`config.mk`:
```
export PLATFORM = sky130hd
export DESIGN_NAME = axi_interconnect_rd
export DESIGN_NICKNAME = d
export VERILOG_FILES = /design/src/rtl/axi_interconnect_rd.sv
export SDC_FILE = /design/constraint.sdc
export NUM_CORES = 1
export LEC_CHECK = 0
export CAP_MARGIN = 20
export CORE_AREA = 5 5 227 229
export DETAILED_ROUTE_END_ITERATION = 8
export DIE_AREA = 0 0 232 234
export PLACE_DENSITY = 0.38
export SKIP_CTS_REPAIR_TIMING = 1
export SLEW_MARGIN = 20
export SYNTH_ARGS = -nofsm -noshare
export SYNTH_HDL_FRONTEND = slang
export SYNTH_SLANG_ARGS = --single-unit
```
`constraint.sdc`:
```
create_clock -name clk -period 3.1 [get_ports clk]
set_clock_uncertainty 0.1 [all_clocks]
set_input_delay 0.62 -clock clk [delete_from_list [all_inputs] [get_ports clk]]
set_output_delay 0.62 -clock clk [all_outputs]
set_load 0.005 [all_outputs]
```
`src/rtl/axi_interconnect_rd.sv`:
```
// AXI read master for audio playback.
// Replays the recorded DDR region [read pointer, record_end_addr) in fixed
// BURST_LEN bursts and streams every returned beat into the playback FIFO.
// Only whole bursts are read; the address step matches the recording writer.
module axi_interconnect_rd #(
    parameter int MEM_ROW_WIDTH    = 15,
    parameter int MEM_COLUMN_WIDTH = 10,
    parameter int MEM_BANK_WIDTH   = 3,
    parameter int CTRL_ADDR_WIDTH  = MEM_ROW_WIDTH + MEM_BANK_WIDTH + MEM_COLUMN_WIDTH,
    parameter int DQ_WIDTH         = 32,
    parameter int BURST_LEN        = 16
) (
    input  logic                       clk,
    input  logic                       rst,
    input  logic [7:0]                 rs232_data,
    input  logic                       rs232_flag,
    input  logic [CTRL_ADDR_WIDTH-1:0] record_end_addr,
    input  logic                       channel1_wready,
    output logic                       channel1_wr_en,
    output logic [DQ_WIDTH*8-1:0]      channel1_data,
    output logic [CTRL_ADDR_WIDTH-1:0] axi_araddr,
    output logic                       axi_arvalid,
    input  logic                       axi_arready,
    input  logic [DQ_WIDTH*8-1:0]      axi_rdata,
    input  logic                       axi_rvalid,
    input  logic                       axi_rlast,
    output logic                       play_valid,
    output logic                       play_done,
    output logic                       rd_err
);

    localparam int ADDR_STEP = BURST_LEN * 8;
    localparam int CNT_W     = $clog2(BURST_LEN) + 1;

    // Step widened by one bit so the end-of-data compare cannot wrap.
    localparam logic [CTRL_ADDR_WIDTH:0] STEP_WIDE = (CTRL_ADDR_WIDTH + 1)'(ADDR_STEP);
    localparam logic [CNT_W-1:0]         LAST_BEAT = CNT_W'(BURST_LEN - 1);

    typedef enum logic [2:0] {
        IDLE       = 3'b001,
        AXI_ARADDR = 3'b010,
        AXI_RDATA  = 3'b100
    } state_t;

    state_t                     state;
    logic                       wready_meta;
    logic                       wready_s;
    logic [CNT_W-1:0]           beat_cnt;
    logic                       rewind_pend;

    logic                       cmd_play;
    logic                       cmd_stop;
    logic                       cmd_rewind;
    logic [CTRL_ADDR_WIDTH:0]   burst_end;
    logic                       data_left;

    assign cmd_play   = rs232_flag && (rs232_data == 8'hA3);
    assign cmd_stop   = rs232_flag && (rs232_data == 8'hA4);
    assign cmd_rewind = rs232_flag && (rs232_data == 8'hA0);

    // A full burst fits when its end does not pass the recorder's write pointer.
    assign burst_end = {1'b0, axi_araddr} + STEP_WIDE;
    assign data_left = (burst_end <= {1'b0, record_end_addr});

    // Beats go straight to the FIFO; the FIFO readiness check is done before the AR.
    assign channel1_wr_en = (state == AXI_RDATA) && axi_rvalid;
    assign channel1_data  = axi_rdata;

    // Two-flop synchronizer for the FIFO-side ready flag.
    always_ff @(posedge clk or posedge rst) begin
        if (rst) begin
            wready_meta <= 1'b0;
            wready_s    <= 1'b0;
        end else begin
            wready_meta <= channel1_wready;
            wready_s    <= wready_meta;
        end
    end

    // Command decode plus burst FSM with registered AR outputs.
    always_ff @(posedge clk or posedge rst) begin
        if (rst) begin
            state       <= IDLE;
            axi_araddr  <= '0;
            axi_arvalid <= 1'b0;
            play_valid  <= 1'b0;
            play_done   <= 1'b0;
            rd_err      <= 1'b0;
            beat_cnt    <= '0;
            rewind_pend <= 1'b0;
        end else begin
            // NOTE: non-blocking throughout, so every decision below sees the
            // values from the previous cycle regardless of statement order;
            // a later assignment to the same register overrides an earlier one.
            play_done <= 1'b0;

            if (cmd_play) begin
                play_valid <= 1'b1;
            end else if (cmd_stop) begin
                play_valid <= 1'b0;
            end

            case (state)
                IDLE: begin
                    if (cmd_rewind) begin
                        // Rewind wins this cycle; issue is re-evaluated from address 0.
                        axi_araddr <= '0;
                    end else if (play_valid && !data_left) begin
                        play_valid <= 1'b0;
                        play_done  <= 1'b1;
                    end else if (play_valid && wready_s) begin
                        axi_arvalid <= 1'b1;
                        state       <= AXI_ARADDR;
                    end
                end

                AXI_ARADDR: begin
                    // The pending address must stay stable, so a rewind is deferred.
                    if (cmd_rewind) begin
                        rewind_pend <= 1'b1;
                    end
                    if (axi_arready) begin
                        axi_arvalid <= 1'b0;
                        axi_araddr  <= (cmd_rewind || rewind_pend) ? '0
                                     : axi_araddr + STEP_WIDE[CTRL_ADDR_WIDTH-1:0];
                        rewind_pend <= 1'b0;
                        beat_cnt    <= '0;
                        state       <= AXI_RDATA;
                    end
                end

                AXI_RDATA: begin
                    if (cmd_rewind) begin
                        axi_araddr <= '0;
                    end
                    if (axi_rvalid) begin
                        beat_cnt <= beat_cnt + 1'b1;
                        if (axi_rlast) begin
                            state <= IDLE;
                            if (beat_cnt != LAST_BEAT) begin
                                rd_err <= 1'b1;
                            end
                        end
                    end
                end

                default: begin
                    state       <= IDLE;
                    axi_arvalid <= 1'b0;
                end
            endcase
        end
    end

endmodule

```
### After elaboration in Yosys (flattened, before gate mapping)

Index checks and enable logic that the tools add are counted.

| storage, ports and cells | value |
|---|---|
| memories | 0 |
| input bits | 299 |
| register bits after elaboration | 43 |
| bits in writable memories | 0 |
| bits in latches | 0 |
| bits in read-only memories | 0 |

| operators by class | value |
|---|---|
| shift operators | 0 |
| equality and inequality tests | 14 |
| div/mod/pow operators | 0 |
| add/subtract/negate cells | 3 |
| magnitude comparators | 1 |
| muxes and demuxes | 29 |
| bitwise gates (word level) | 1 |
| multiply operators | 0 |
| reductions and logical operators | 18 |

Operators by type and width:

| cell | count |
|---|---|
| 28-bit 2-to-1 mux | 3 |
| 28-bit one-hot mux with 2 select lines | 1 |
| 28-bit by 8-bit adder with 29-bit output (second input constant) | 1 |
| 29-bit by 28-bit less-or-equal comparator with 1-bit output | 1 |
| 28-bit by 8-bit adder with 28-bit output (second input constant) | 1 |
| 8-bit == test (second input constant) | 3 |
| 3-bit 2-to-1 mux | 6 |
| 1-bit 2-to-1 mux | 14 |
| 2-bit != test (second input constant) | 6 |
| 5-bit 2-to-1 mux | 2 |
| 5-bit one-hot mux with 2 select lines | 1 |
| 3-bit one-hot mux with 3 select lines | 1 |
| 1-bit logical AND | 6 |
| 3-bit AND reduction | 2 |
| 6-bit AND reduction | 1 |
| 2-bit nonzero test | 3 |
| 5-bit by 1-bit adder with 5-bit output (second input constant) | 1 |
| 5-bit by 4-bit != test with 1-bit output (second input constant) | 1 |
| 5-bit AND reduction | 1 |
| 4-bit AND reduction | 1 |
| 3-bit by 1-bit == test with 1-bit output (second input constant) | 1 |
| 3-bit by 2-bit == test with 1-bit output (second input constant) | 1 |
| 3-bit == test (second input constant) | 1 |
| 1-bit one-hot mux with 3 select lines | 1 |
| other kinds (6) | 6 |

### Depth between registers and ports, before layout

| logic depth | value |
|---|---|
| word-level depth | 7 |
| gate-level depth with buffers | 12 |
| gate-level depth less buffers | 12 |

### Least setup slack after synthesis

Ideal clock, no wire load.

| timing | value |
|---|---|
| path kind | reg-to-reg |
| start | register axi_araddr[7] |
| end | register play_done |
| stages on the path, launching flop included | 12 |
| path slack | -0.141 ns |
| library setup time | 0.120 ns |
| clock period less this slack | 3.241 ns |
| arrival | 3.020 ns |
| cell sequence | dfrtp_1 > ha_1 > nand3_1 > nor3_1 > nand4_1 > xnor2_1 > ha_1 > nand3_1 > nor3_1 > mux2_4 > a2bb2oi_2 > and3_2 |

| between the ends | value |
|---|---|
| word-level cells in the longest chain between the ends | 7 |

RTL lines:

| item | RTL line | text |
|---|---|---|
| start: declaration | 21 | `output logic [CTRL_ADDR_WIDTH-1:0] axi_araddr,` |
| start signal: assignment | 124 | `axi_araddr <= (cmd_rewind \|\| rewind_pend) ? '0` |
| 28-bit by 8-bit adder with 29-bit output | 62 | `assign burst_end = {1'b0, axi_araddr} + STEP_WIDE;` |
| 29-bit by 28-bit less-or-equal comparator with 1-bit output | 63 | `assign data_left = (burst_end <= {1'b0, record_end_addr});` |
| 1-bit zero test | 108 | `end else if (play_valid && !data_left) begin` |
| 1-bit logical AND | 108 |  |
| 1-bit 2-to-1 mux | 108 |  |
| 1-bit 2-to-1 mux | 105 | `if (cmd_rewind) begin` |
| 1-bit 2-to-1 mux | 103 | `case (state)` |
| end signal: assignment | 87 | `play_done <= 1'b0;` |
| end signal: assignment | 95 | `play_done <= 1'b0;` |
| end signal: assignment | 110 | `play_done <= 1'b1;` |
| end: declaration | 28 | `output logic play_done,` |

Every way passes these cells.
A chain may end at the register's enable or synchronous reset.

### Worst setup path after layout

| timing | value |
|---|---|
| start | register axi_araddr[16] |
| end | register play_valid |

| between the ends | value |
|---|---|
| word-level cells in the longest chain between the ends | 7 |

RTL lines:

| item | RTL line | text |
|---|---|---|
| 28-bit by 8-bit adder with 29-bit output | 62 |  |
| 29-bit by 28-bit less-or-equal comparator with 1-bit output | 63 |  |
| 1-bit zero test | 108 |  |
| 1-bit logical AND | 108 |  |
| 1-bit 2-to-1 mux | 108 |  |
| 1-bit 2-to-1 mux | 105 |  |
| 1-bit 2-to-1 mux | 103 |  |
| end signal: assignment | 98 | `play_valid <= 1'b1;` |
| end signal: assignment | 100 | `play_valid <= 1'b0;` |
| end signal: assignment | 109 | `play_valid <= 1'b0;` |
| end: declaration | 27 | `output logic play_valid,` |

Every way passes these cells.

==> reports/qor.csv <==
metric;value;unit
Iteration-0 DRC Markers;95;
critical-path cell list;and4_1, nand4_1, buf_6, buf_6, nor2_4, xor2_1, ha_1, nand4_1, or4_1, mux2_4, a2bb2oi_4, a311oi_2;
worst stage delay on the critical path;0.57;ns
Gate power share;0.101;
Psw;0.000285;W
worst skew pair latency;0.31;ns
share of cells above drive strength 1;0.206;
asr flop ratio synth;1.00;
Yosys reg bits;36;
period utilization;1.04;
pre-CTS setup slack;-0.574;ns
Peak VDD IR;0.000138;V
post-synthesis cell count;563;
nets;759;
pwr dens;251;mW/mm2
gpl congestion;0.698;
die height;234;um
Post-synth EDFFs;0;
CTS H-tree lvls;2;
vias in the first global route;3163;
worst setup path class;flip-flop to flip-flop;
TritonCTS clock tree;done;
vias;3020;
Max Cap Viol;0;
Warnings, synthesis;0;
Worst Setup End Kind;flip-flop;
hold path start;wready_meta;
Final Hold Violating Endpoints;0;
DR DRC count;0;
Sw Share;0.235;
gr usage total;0.0541;
Clock power frac;0.508;
Die X;232;um
routed wire length;15300;um
crit path DAT;3.32;ns
clock tree buffer depth;2;
RR Endpoint;play_valid;
startpoint type of the worst setup path;flip-flop;
Layout fillers;5774;
DP HPWL;12700;um
drt via density;2.72;
Routed Antenna Nets;0;
total CTS buffers;5;
worst hold stages;0;
synth unique cells;47;
crit path max fanout;5;
Tightest Hold Check Type;flip-flop to flip-flop;
Reg power frac;0.392;
Core Box Area;0.0495;mm2
Slew headroom;0.545;
PnR worst setup slack;-0.115;ns
Area after DPL;0.00455;mm2
maximum clock rate;311;MHz
Syn Std Cell Area;0.00453;mm2
DR WL/cell;13.8;um
cells on worst reg2reg path;12;
# setup viols final;5;
router iterations before antenna repair;4;
Synth Flop Type;dfrtp_1;
RSZ-0062 raised after global routing;true;
grt ovf;0;
Initial Util;0.0916;
IO Port Bufs;68;
r2r startpoint;axi_araddr[16];
Slew Viols, Final;0;
register area share after synthesis;0.199;
initial antenna violation count;1;
Crit path required time;3.20;ns
Clock Sinks;36;
largest net degree at the start of global routing;37;
failing checks;negative setup slack;
Root Buffer;clkbuf_16;
slowest CP cell;or4_1;
I/O pins;588;
status;finished, violations left;
Mean Syn Cell Area;8.04;um2
Int Pwr;0.000928;W
reg-to-reg slack, setup;-0.12;ns
first-pass GRT wire length;21000;um
Leak;1.97;nW
Min Clock Period, post-route;3.22;ns
Die ar.;0.0543;mm2
clk slew on worst S/H paths;0.07;ns
Layout Area Growth over Synthesis;6.94;%
Worst-Margin Slew;0.680;ns
site row count;82;
final instance area;0.00484;mm2
Hold Path End;wready_s;
==> state kept, by name (all words and copies together), names as in the netlist <==
signal and cells:
wready_meta 1, axi_arvalid 1, state 3, rewind_pend 1, beat_cnt 5, play_valid 1
wready_s 1, play_done 1, axi_araddr 21, rd_err 1
==> cells in the final DEF (no fill, tap or decap), types with 3 or more instances in the layout <==
| cell | count |
|---|---|
| buf_6 | 3 |
| and2_1 | 4 |
| nand3_1 | 8 |
| a22o_1 | 7 |
| o31ai_1 | 6 |
| clkdlybuf4s50_1 | 68 |
| nand4_1 | 8 |
| nand2_1 | 23 |
| nor2b_1 | 4 |
| dfrtp_1 | 35 |
| xnor2_1 | 10 |
| and3_1 | 5 |
| a21oi_1 | 23 |
| nor3_2 | 3 |
| o21ai_0 | 20 |
| clkbuf_16 | 5 |
| a31oi_1 | 3 |
| buf_4 | 58 |
| xor2_1 | 11 |
| conb_1 | 7 |
| inv_1 | 29 |
| nor2_1 | 28 |
| ha_1 | 23 |
==> cell type report <==
type | instances | area [um2] | share of cell area
Clock inverter | 3 | 46.3 | 0.00956
Timing Repair Buffer | 131 | 1190 | 0.246
Sequential cell | 36 | 902 | 0.186
Multi-Input combinational cell | 233 | 1630 | 0.336
Tap cell | 672 | 841 | 0.174
Clock buffer | 5 | 125 | 0.0258
Antenna cell | 1 | 2.50 | 0.000517
Inverter | 29 | 109 | 0.0225
==> layer usage <==
metal / track usage / wire length, um / vias to the layer above / part of all wire
met3: 0.0331 / 1990 / 108 / 0.13
met5: 0 / 0 / - / 0
met1: 0.0539 / 5520 / 1338 / 0.36
li1: - / - / 1332 / -
met4: 0.0515 / 1380 / 0 / 0.090
met2: 0.0770 / 6440 / 242 / 0.42
==> critical path, delay by kind of cell, from the launching register on <==
kind            cells  cell delay [ns]
fa+ha+maj           1             0.31
flops               1             0.36
mux                 1             0.29
xor+xnor            1             0.07
simple gates        5             1.25
compound gates      2             0.42
buf+inv             2             0.30
==> kinds of logic (layout without fill, tap and decap cells) <==
logic type      Yosys count  count (layout)  share of synthesized area
flops                    36              36                      0.199
buf+inv                 300             168                      0.467
other cells               1               8                   0.000828
compound gates           75              75                      0.105
simple gates            105             105                      0.118
mux                       1               1                    0.00331
xor+xnor                 21              21                     0.0406
fa+ha+maj                24              24                     0.0663
==> power groups by stage <==
stage                     clock [W]  sequential, W  combinational (W)
after floorplan                   0       0.000485           0.000311
after global placement            0       0.000484           0.000125
after detailed placement          0       0.000484           0.000125
after CTS                  0.000654       0.000475           0.000126
after global routing       0.000663       0.000476           0.000138
final                      0.000616       0.000475           0.000122
==> per-stage QoR <==
stage	total power (W)	util	instances	hold slack [ns]	TNS, ns
3_3_place_gp	0.000609	0.0919	1096	0.249	-2.73
2_1_floorplan	0.000796	-	569	0.231	0
3_5_place_dp	0.000609	0.0920	1096	0.242	-2.71
6_report	0.00121	0.0979	1110	0.252	-0.388
5_1_grt	0.00128	0.0979	1109	0.269	-1.12
4_1_cts	0.00125	0.0955	1104	0.255	-1.98
==> synthesized netlist by cell type, drive strengths merged (7+ instances only) <==
cell type	n	area share
nor2	29	0.024
nand4	8	0.011
clkbuf	7	0.0058
dfrtp	35	0.19
o21ai	21	0.023
a21oi	23	0.025
buf	264	0.44
xor2	11	0.021
inv	29	0.024
xnor2	10	0.019
nand3	10	0.011
a22o	7	0.014
and3	7	0.0099
nand2	23	0.019
ha	24	0.066
==> worst max-delay path by stage <==
stage	start	end	slack [ns]	depth (start not counted)
global placement	record_end_addr[1]	play_done	-0.58	8
floorplan	axi_araddr[9]	play_done	0.01	11
finish	axi_araddr[16]	play_valid	-0.12	12
global route	axi_araddr[14]	play_valid	-0.26	13
detailed placement	record_end_addr[1]	play_done	-0.57	8
CTS	axi_araddr[13]	play_done	-0.43	15
Note: power is estimated with default switching activity, not from simulation.
